### src/rtl/payload_tx_serializer.sv
// PSDU payload framer for the 1 Mbps DBPSK transmit path: byte fetch, LSB-first serialisation, optional CRC-32 FCS.
// Build option: define PAYLOAD_TX_FCS_EN to run CRC-32 over the payload and append the 32-bit FCS.
module payload_tx_serializer #(
    parameter int          LEN_W    = 16,
    parameter logic [31:0] CRC_INIT = 32'hFFFFFFFF
) (
    input  logic             clk,
    input  logic             reset,
    input  logic             i_start,
    input  logic [LEN_W-1:0] i_pkt_len,
    input  logic             i_bit_req,
    input  logic [7:0]       i_tx_data,
    input  logic             i_tx_data_valid,
    output logic             o_tx_data_ready,
    output logic             o_tx_bit,
    output logic             o_tx_bit_valid,
    output logic             o_busy,
    output logic             o_done,
    output logic             o_err
);

`ifdef PAYLOAD_TX_FCS_EN
    localparam int FCS_BYTES = 4;
    localparam int MIN_LEN   = 40;
    localparam logic [31:0] CRC_POLY = 32'h04C11DB7;

    function automatic logic [31:0] f_crc_step(input logic [31:0] crc, input logic b);
        logic fb;
        fb = crc[31] ^ b;
        return {crc[30:0], 1'b0} ^ (fb ? CRC_POLY : 32'h0);
    endfunction
`else
    localparam int FCS_BYTES = 0;
    localparam int MIN_LEN   = 8;
`endif

    typedef enum logic [1:0] {S_IDLE, S_PAYLOAD, S_FCS} state_t;

    state_t           r_state;
    state_t           w_state_nxt;
    logic [7:0]       r_buf;
    logic             r_buf_full;
    logic [7:0]       r_shift;
    logic [3:0]       r_shift_cnt;
    logic [LEN_W-4:0] r_fetch_cnt;
    logic [LEN_W-1:0] r_bit_cnt;
    logic [LEN_W-1:0] r_last_pay;
    logic             r_tx_bit;
    logic             r_tx_bit_valid;
    logic             r_done;
    logic             r_err;
`ifdef PAYLOAD_TX_FCS_EN
    logic [31:0]      r_crc;
    logic [LEN_W-1:0] r_len_m1;
`endif

    logic             w_len_ok;
    logic             w_start_ok;
    logic [LEN_W-4:0] w_fetch_init;
    logic             w_accept;
    logic             w_emit;
    logic             w_emit_bit;
    logic             w_load;
    logic             w_pop;
    logic             w_err;
    logic             w_done;

    assign w_len_ok     = (i_pkt_len[2:0] == 3'b000) && (i_pkt_len >= LEN_W'(MIN_LEN));
    assign w_fetch_init = i_pkt_len[LEN_W-1:3] - (LEN_W-3)'(FCS_BYTES);

    assign o_busy          = (r_state != S_IDLE);
    assign o_tx_data_ready = o_busy && !r_buf_full && (r_fetch_cnt != '0);
    assign w_accept        = i_tx_data_valid && o_tx_data_ready;

    assign o_tx_bit       = r_tx_bit;
    assign o_tx_bit_valid = r_tx_bit_valid;
    assign o_done         = r_done;
    assign o_err          = r_err;

    always_comb begin
        w_state_nxt = r_state;
        w_start_ok  = 1'b0;
        w_emit      = 1'b0;
        w_emit_bit  = 1'b0;
        w_load      = 1'b0;
        w_pop       = 1'b0;
        w_err       = 1'b0;
        w_done      = 1'b0;
        case (r_state)
            S_IDLE: begin
                if (i_start) begin
                    if (w_len_ok) begin
                        w_start_ok  = 1'b1;
                        w_state_nxt = S_PAYLOAD;
                    end else begin
                        w_err = 1'b1;
                    end
                end
            end
            S_PAYLOAD: begin
                if (i_bit_req) begin
                    // The prefetched byte is moved into the shifter and its bit 0 sent in the same cycle.
                    if (r_shift_cnt != 4'd0) begin
                        w_emit     = 1'b1;
                        w_emit_bit = r_shift[0];
                        w_pop      = 1'b1;
                    end else if (r_buf_full) begin
                        w_emit     = 1'b1;
                        w_emit_bit = r_buf[0];
                        w_load     = 1'b1;
                    end else begin
                        w_err       = 1'b1;
                        w_state_nxt = S_IDLE;
                    end
                    if (w_emit && (r_bit_cnt == r_last_pay)) begin
`ifdef PAYLOAD_TX_FCS_EN
                        w_state_nxt = S_FCS;
`else
                        w_done      = 1'b1;
                        w_state_nxt = S_IDLE;
`endif
                    end
                end
            end
            S_FCS: begin
`ifdef PAYLOAD_TX_FCS_EN
                if (i_bit_req) begin
                    w_emit     = 1'b1;
                    w_emit_bit = ~r_crc[31];
                    if (r_bit_cnt == r_len_m1) begin
                        w_done      = 1'b1;
                        w_state_nxt = S_IDLE;
                    end
                end
`else
                w_state_nxt = S_IDLE;
`endif
            end
            default: w_state_nxt = S_IDLE;
        endcase
    end

    always_ff @(posedge clk or posedge reset) begin
        if (reset) begin
            r_state        <= S_IDLE;
            r_buf_full     <= 1'b0;
            r_shift_cnt    <= 4'd0;
            r_fetch_cnt    <= '0;
            r_bit_cnt      <= '0;
            r_tx_bit       <= 1'b0;
            r_tx_bit_valid <= 1'b0;
            r_done         <= 1'b0;
            r_err          <= 1'b0;
`ifdef PAYLOAD_TX_FCS_EN
            r_crc          <= CRC_INIT;
`endif
        end else begin
            r_state        <= w_state_nxt;
            r_tx_bit_valid <= w_emit;
            r_tx_bit       <= w_emit ? w_emit_bit : 1'b0;
            r_done         <= w_done;
            r_err          <= w_err;
            if (w_start_ok) begin
                r_fetch_cnt <= w_fetch_init;
                r_bit_cnt   <= '0;
                r_buf_full  <= 1'b0;
                r_shift_cnt <= 4'd0;
`ifdef PAYLOAD_TX_FCS_EN
                r_crc       <= CRC_INIT;
`endif
            end else begin
                if (w_accept) begin
                    r_buf_full  <= 1'b1;
                    r_fetch_cnt <= r_fetch_cnt - 1'b1;
                end else if (w_load) begin
                    r_buf_full <= 1'b0;
                end
                if (w_load) begin
                    r_shift_cnt <= 4'd7;
                end else if (w_pop) begin
                    r_shift_cnt <= r_shift_cnt - 4'd1;
                end
                if (w_emit) begin
                    r_bit_cnt <= r_bit_cnt + 1'b1;
                end
`ifdef PAYLOAD_TX_FCS_EN
                if (w_emit) begin
                    r_crc <= (r_state == S_PAYLOAD) ? f_crc_step(r_crc, w_emit_bit)
                                                    : {r_crc[30:0], 1'b0};
                end
`endif
            end
        end
    end

    // Data-only registers: contents are qualified by the control flags above.
    always_ff @(posedge clk) begin
        if (w_start_ok) begin
`ifdef PAYLOAD_TX_FCS_EN
            r_last_pay <= i_pkt_len - LEN_W'(33);
            r_len_m1   <= i_pkt_len - LEN_W'(1);
`else
            r_last_pay <= i_pkt_len - LEN_W'(1);
`endif
        end
        if (w_accept) begin
            r_buf <= i_tx_data;
        end
        if (w_load) begin
            r_shift <= {1'b0, r_buf[7:1]};
        end else if (w_pop) begin
            r_shift <= {1'b0, r_shift[7:1]};
        end
    end

endmodule

### config.mk
export PLATFORM = sky130hd
export DESIGN_NAME = payload_tx_serializer
export DESIGN_NICKNAME = d
export VERILOG_FILES = /design/src/rtl/payload_tx_serializer.sv
export SDC_FILE = /design/constraint.sdc
export NUM_CORES = 1
export LEC_CHECK = 0
export BUFFER_PORTS_ARGS = -buffer_cell sky130_fd_sc_hd__buf_2
export CAP_MARGIN = 0
export CORE_MARGIN = 10
export CORE_UTILIZATION = 35
export CTS_CLUSTER_SIZE = 24
export DETAILED_ROUTE_END_ITERATION = 12
export SKIP_CTS_REPAIR_TIMING = 1
export SYNTH_ARGS = -nofsm -noshare
export SYNTH_HDL_FRONTEND = slang
export SYNTH_SLANG_ARGS = --single-unit
### constraint.sdc
create_clock -name clk -period 2.6 [get_ports clk]
set_input_delay 0.52 -clock clk [delete_from_list [all_inputs] [get_ports clk]]
set_output_delay 0.52 -clock clk [all_outputs]
set_load 0.005 [all_outputs]
## Word level (Yosys, flattened, before mapping)

Index checks and enable logic that the tools add are counted.

| storage, ports and cells | value |
|---|---|
| register bits | 71 |
| input bits | 29 |
| output and inout bits | 6 |
| logic and storage cells | 89 |

| cells by class | value |
|---|---|
| $add $sub $neg | 4 |
| order comparisons | 1 |
| equality and inequality tests | 7 |
| mux-type cells | 48 |
| reduce and logical (&&, ||, !) cells | 17 |

Operators with widths:

| cell | number |
|---|---|
| $mux W16 | 2 |
| $mux W1 | 31 |
| $mux W13 | 2 |
| $add A16 B1 Y16 const B | 1 |
| $eq A16 B16 Y1 | 1 |
| $ge A16 B4 Y1 const B | 1 |
| $sub A16 B1 Y16 const B | 1 |
| $mux W7 | 2 |
| $reduce_bool A13 Y1 | 1 |
| $sub A13 B1 Y13 const B | 1 |
| $mux W2 | 6 |
| $mux W4 | 3 |
| $reduce_bool A2 Y1 | 4 |
| $ne A2 B2 Y1 const B | 3 |
| $ne A3 B3 Y1 const B | 2 |
| $reduce_bool A3 Y1 | 2 |
| $logic_and A1 B1 Y1 | 5 |
| $reduce_and A5 Y1 | 1 |
| $pmux W2 S2 | 1 |
| $reduce_bool A4 Y1 | 1 |
| $sub A4 B1 Y4 const B | 1 |
| $logic_not A3 Y1 | 1 |
| $eq A2 B1 Y1 const B | 1 |
| $logic_not A2 Y1 | 1 |
| other kinds (2) | 2 |

## Depth between registers and ports, before layout

| logic depth | value |
|---|---|
| word-level depth | 8 |
| mapped depth | 8 |
| mapped depth without buffers | 7 |

## Worst setup path before layout

No wires, ideal clock.

| timing path | value |
|---|---|
| path type | input -> register |
| start | input port i_pkt_len[0] |
| end | register r_last_pay[0], enable pin |
| library setup time | 0.350 ns |
| data arrival time | 2.040 ns |
| required time | 2.250 ns |
| path slack | 0.210 ns |
| cell stages on the path | 7 |
| buffers on the path | 2 |
| path through | inv_1 -> ha_1 -> nand2b_1 -> or3b_2 -> clkbuf_1 -> nor2_2 -> buf_2 |

| between the ends | value |
|---|---|
| cells in the longest elaborated chain, start to end | 5 |
| elaborated cells on any way between the ends | 6 |
| classes of those cells | 1 x order compare; 3 x mux; 2 x reduce/logical |

RTL lines:

| what | RTL line | RTL |
|---|---|---|
| start, declared | 10 | `input logic [LEN_W-1:0] i_pkt_len,` |
| $ge A16 B4 Y1 or $logic_not A3 Y1 (tied branches) | 68 | `assign w_len_ok = (i_pkt_len[2:0] == 3'b000) && (i_pkt_len >= LEN_W'(MIN_LEN));` |
| $logic_and A1 B1 Y1 (*) | 68 |  |
| $mux W1 (*) | 92 | `if (w_len_ok) begin` |
| $mux W1 (*) | 91 | `if (i_start) begin` |
| $mux W1 (*) | 89 | `case (r_state)` |
| end signal, assigned | 203 | `r_last_pay <= i_pkt_len - LEN_W'(1);` |
| end, declared | 47 | `logic [LEN_W-1:0] r_last_pay;` |

Mark *: on every way between the ends. The rest lies on a longest branch, timed or not.
A chain may end at the register's enable or synchronous reset.

## Worst setup path in the final report

| timing path | value |
|---|---|
| start | register r_fetch_cnt[0] |
| end | output port o_tx_data_ready |

| between the ends | value |
|---|---|
| cells in the longest elaborated chain, start to end | 2 |

RTL lines:

| what | RTL line | RTL |
|---|---|---|
| start, declared | 45 | `logic [LEN_W-4:0] r_fetch_cnt;` |
| start signal, assigned | 164 | `r_fetch_cnt <= w_fetch_init;` |
| start signal, assigned | 174 | `r_fetch_cnt <= r_fetch_cnt - 1'b1;` |
| $reduce_bool A13 Y1 | 72 | `assign o_tx_data_ready = o_busy && !r_buf_full && (r_fetch_cnt != '0);` |
| $logic_and A1 B1 Y1 | 72 |  |
| end, declared | 14 | `output logic o_tx_data_ready,` |

No other way between the ends.

==> metrics <==
status=finished, final reports clean; Nets=423; CTS Buf Count=9; Clock Path Buffers=2; WP buf/inv=2; Post-synth EDFFs=31; largest family of logic cells by synthesized area=simple AND/OR/NAND/NOR gates; die footprint=roughly 15000 µm²; clk slew on worst S/H paths=0.08 ns; worst skew pair latency=~0.35 ns; overall routing resource usage=0.122; number of vias per cell=5.41; multiplexer area fraction after synthesis=0.0207; max cap viols=0; Fin. Hold Viols=0; # port buffers=34; Ports=35; minimum clock period=between 2 and 3 ns; VDD IR max=542 µV; ANT nets after route=0; Pleak=1.77 nW; post-synth cell types=62; Synthesized Nets=379; Yosys top cell by area=dfrtp_1; crit path max-delay cell type=or4b_4; Cells after Synth=343; Die Y=123 µm; FFs w/ async S/R, synth=0.557; top cells by area, synth=dfrtp_1 (26%), edfxtp_1 (25%), xor2_1 (6.3%); worst path cell trace=inv_2 -> ha_2 -> or4b_4 -> o311a_4 -> buf_2; vias in the first global route=2921; Worst Tran Pin Value=around 0.76 ns; commonest cells after routing, fill and taps aside=dfrtp_1 (39), buf_2 (34), edfxtp_1 (31), nand2_1 (27), xor2_1 (27); crit-path leading delay family=simple AND/OR/NAND/NOR gates; drt drc=0; mapped cell area=3740 µm²; XOR/XNOR Fraction of Synth Area=0.0842; H-tree depth=3; Core Region=10400 µm²; CTS Root Cell=clkbuf_8; CTS tree=yes; Ys Warns=0; Worst Hold Class=in -> async; post-synthesis sequential area ratio=0.509; Synth Register Bits=70; Setup CP Type=reg -> out; row count=37; pwr/cell area=between 800 and 900 nW/µm²; Critical Path Max Stage Delay=0.51 ns; Mapped Avg Cell Area=10.9 µm²; Setup Skew=approximately 0.01 ns; worst path required time=2.08 ns; DR vias=2856; Final setup viols=0; Max-slew headroom=0.483; DRT Wirelength=about 8900 µm; Post-synth top flop=dfrtp_1; gpl congestion=slightly above 1; placed cell area=around 4000 µm²; Worst Setup End Kind=output pin; CP startpoint kind=flop; area grow syn2layout=17.1%; Synth Area in Simple Gates=0.200; n_diodes=0; Max Slew Vio Count=0; Starting Density=0.361; RSZ-0062 raised after global routing=no; most common library cell in the layout ignoring fill and taps=dfrtp_1; first-pass GRT wire length=14700 µm; share of cells above drive strength 1=0.214; post-DR wirelength/cell=approximately 17 µm; Starting DRT DRC Count=158; post-synth top area share=0.261; Worst EP arrival=2.01 ns; HPWL after detailed placement=around 6500 µm; antenna violations before repair=0; fin area=4390 µm²; Synth Area in Adders=0.0234; period utilization=0.972; Crit Path Max Fanout=5; fmax=396 MHz; Die X=123 µm; global route overflow=0; compound-gate portion of the synthesized area=0.129; largest net degree at the start of global routing=40; fin util=0.423; DR pass1 iterations=4; CTS Sinks=70
[metrics by stage]
step	total power [mW]	TNS, ns	setup slack [ns]	hold WS (ns)	std cells
4_1_cts	3.66	-0.107	-0.107	0.298	525
2_1_floorplan	2.32	0	0.210	0.481	343
5_1_grt	3.96	0	0.00183	0.314	528
3_5_place_dp	2.59	0	0.219	0.518	509
3_3_place_gp	2.57	0	0.226	0.503	509
6_report	3.74	0	0.0729	0.283	528
[per-layer routing]
metal | track usage | vias up | wire length, µm
met3 | 0.0356 | 16 | 400
met2 | 0.209 | 70 | 4450
li1 | - | 1377 | -
met1 | 0.147 | 1393 | 3910
met5 | 0 | - | 0
met4 | 0.0320 | 0 | 146
[worst register-to-register path: stages (launching register included)]
cell and delay (ns):
dfrtp_1 0.43, inv_2 0.08, ha_2 0.18, or4b_4 0.51, buf_4 0.17, o31ai_4 0.25
buf_4 0.22, nor3_1 0.06, a211o_1 0.26
[state kept, by name, summed over array words and instances, names as in the netlist]
name            count
r_fetch_cnt        13
o_err               1
o_tx_bit            1
r_buf_full          1
r_state             1
o_done              1
r_shift             7
o_tx_bit_valid      1
r_last_pay         16
r_bit_cnt          16
r_shift_cnt         4
r_buf               8
[cells in the mapped netlist, types with 4 or more instances]
library cell / count
a21oi_1: 12
a221o_1: 4
buf_2: 6
clkbuf_1: 6
dfrtp_1: 39
edfxtp_1: 31
ha_1: 7
inv_1: 14
mux2_2: 6
nand2_1: 27
nand3_1: 11
nand4_1: 7
nor2_1: 22
nor3_1: 10
nor3b_1: 4
nor4_1: 10
o211ai_1: 4
o21ai_0: 9
o31ai_1: 6
or3_1: 7
xnor2_1: 9
xor2_1: 27
[cell families after synthesis]
group | Yosys count
AND/OR/NAND/NOR | 132
multiplexers | 7
buffers and inverters | 29
flip-flops | 70
adder cells (fa/ha/maj) | 7
AO/OA/AOI/OAI | 62
XOR/XNOR | 36
[area by class of cell]
cell class	instances	area (µm²)
clock buffer	10	128
clock inverter	6	110
fill	1018	5980
inverter	16	62.6
multi-input combinational	244	1740
sequential	70	1910
tap	136	170
timing repair buffer	46	273
[power by group]
group	switching (mW)	internal, mW
Combinational	0.538	0.482
Clock	0.431	0.636
Sequential	0.277	1.37
[worst paths after layout]
path / slack, ns / endpoint / cells after the start / from
worst min-delay path: 0.28 / r_fetch_cnt[11]$_DFFE_PP0P_ / 3 / reset
max in group asynchronous: 1.96 / r_bit_cnt[5]$_DFFE_PP0P_ / 3 / reset
worst max-delay path: 0.07 / o_tx_data_ready / 5 / r_fetch_cnt[0]$_DFFE_PP0P_
worst min register to register: 0.53 / r_shift_cnt[0]$_DFFE_PP0P_ / 1 / r_shift_cnt[0]$_DFFE_PP0P_
worst max register to register: 0.32 / r_fetch_cnt[5]$_DFFE_PP0P_ / 8 / r_fetch_cnt[0]$_DFFE_PP0P_
min in group clk: 0.34 / r_buf[0]$_DFFE_PP_ / 1 / i_tx_data[0]
Power figures use the tool's default switching activity.
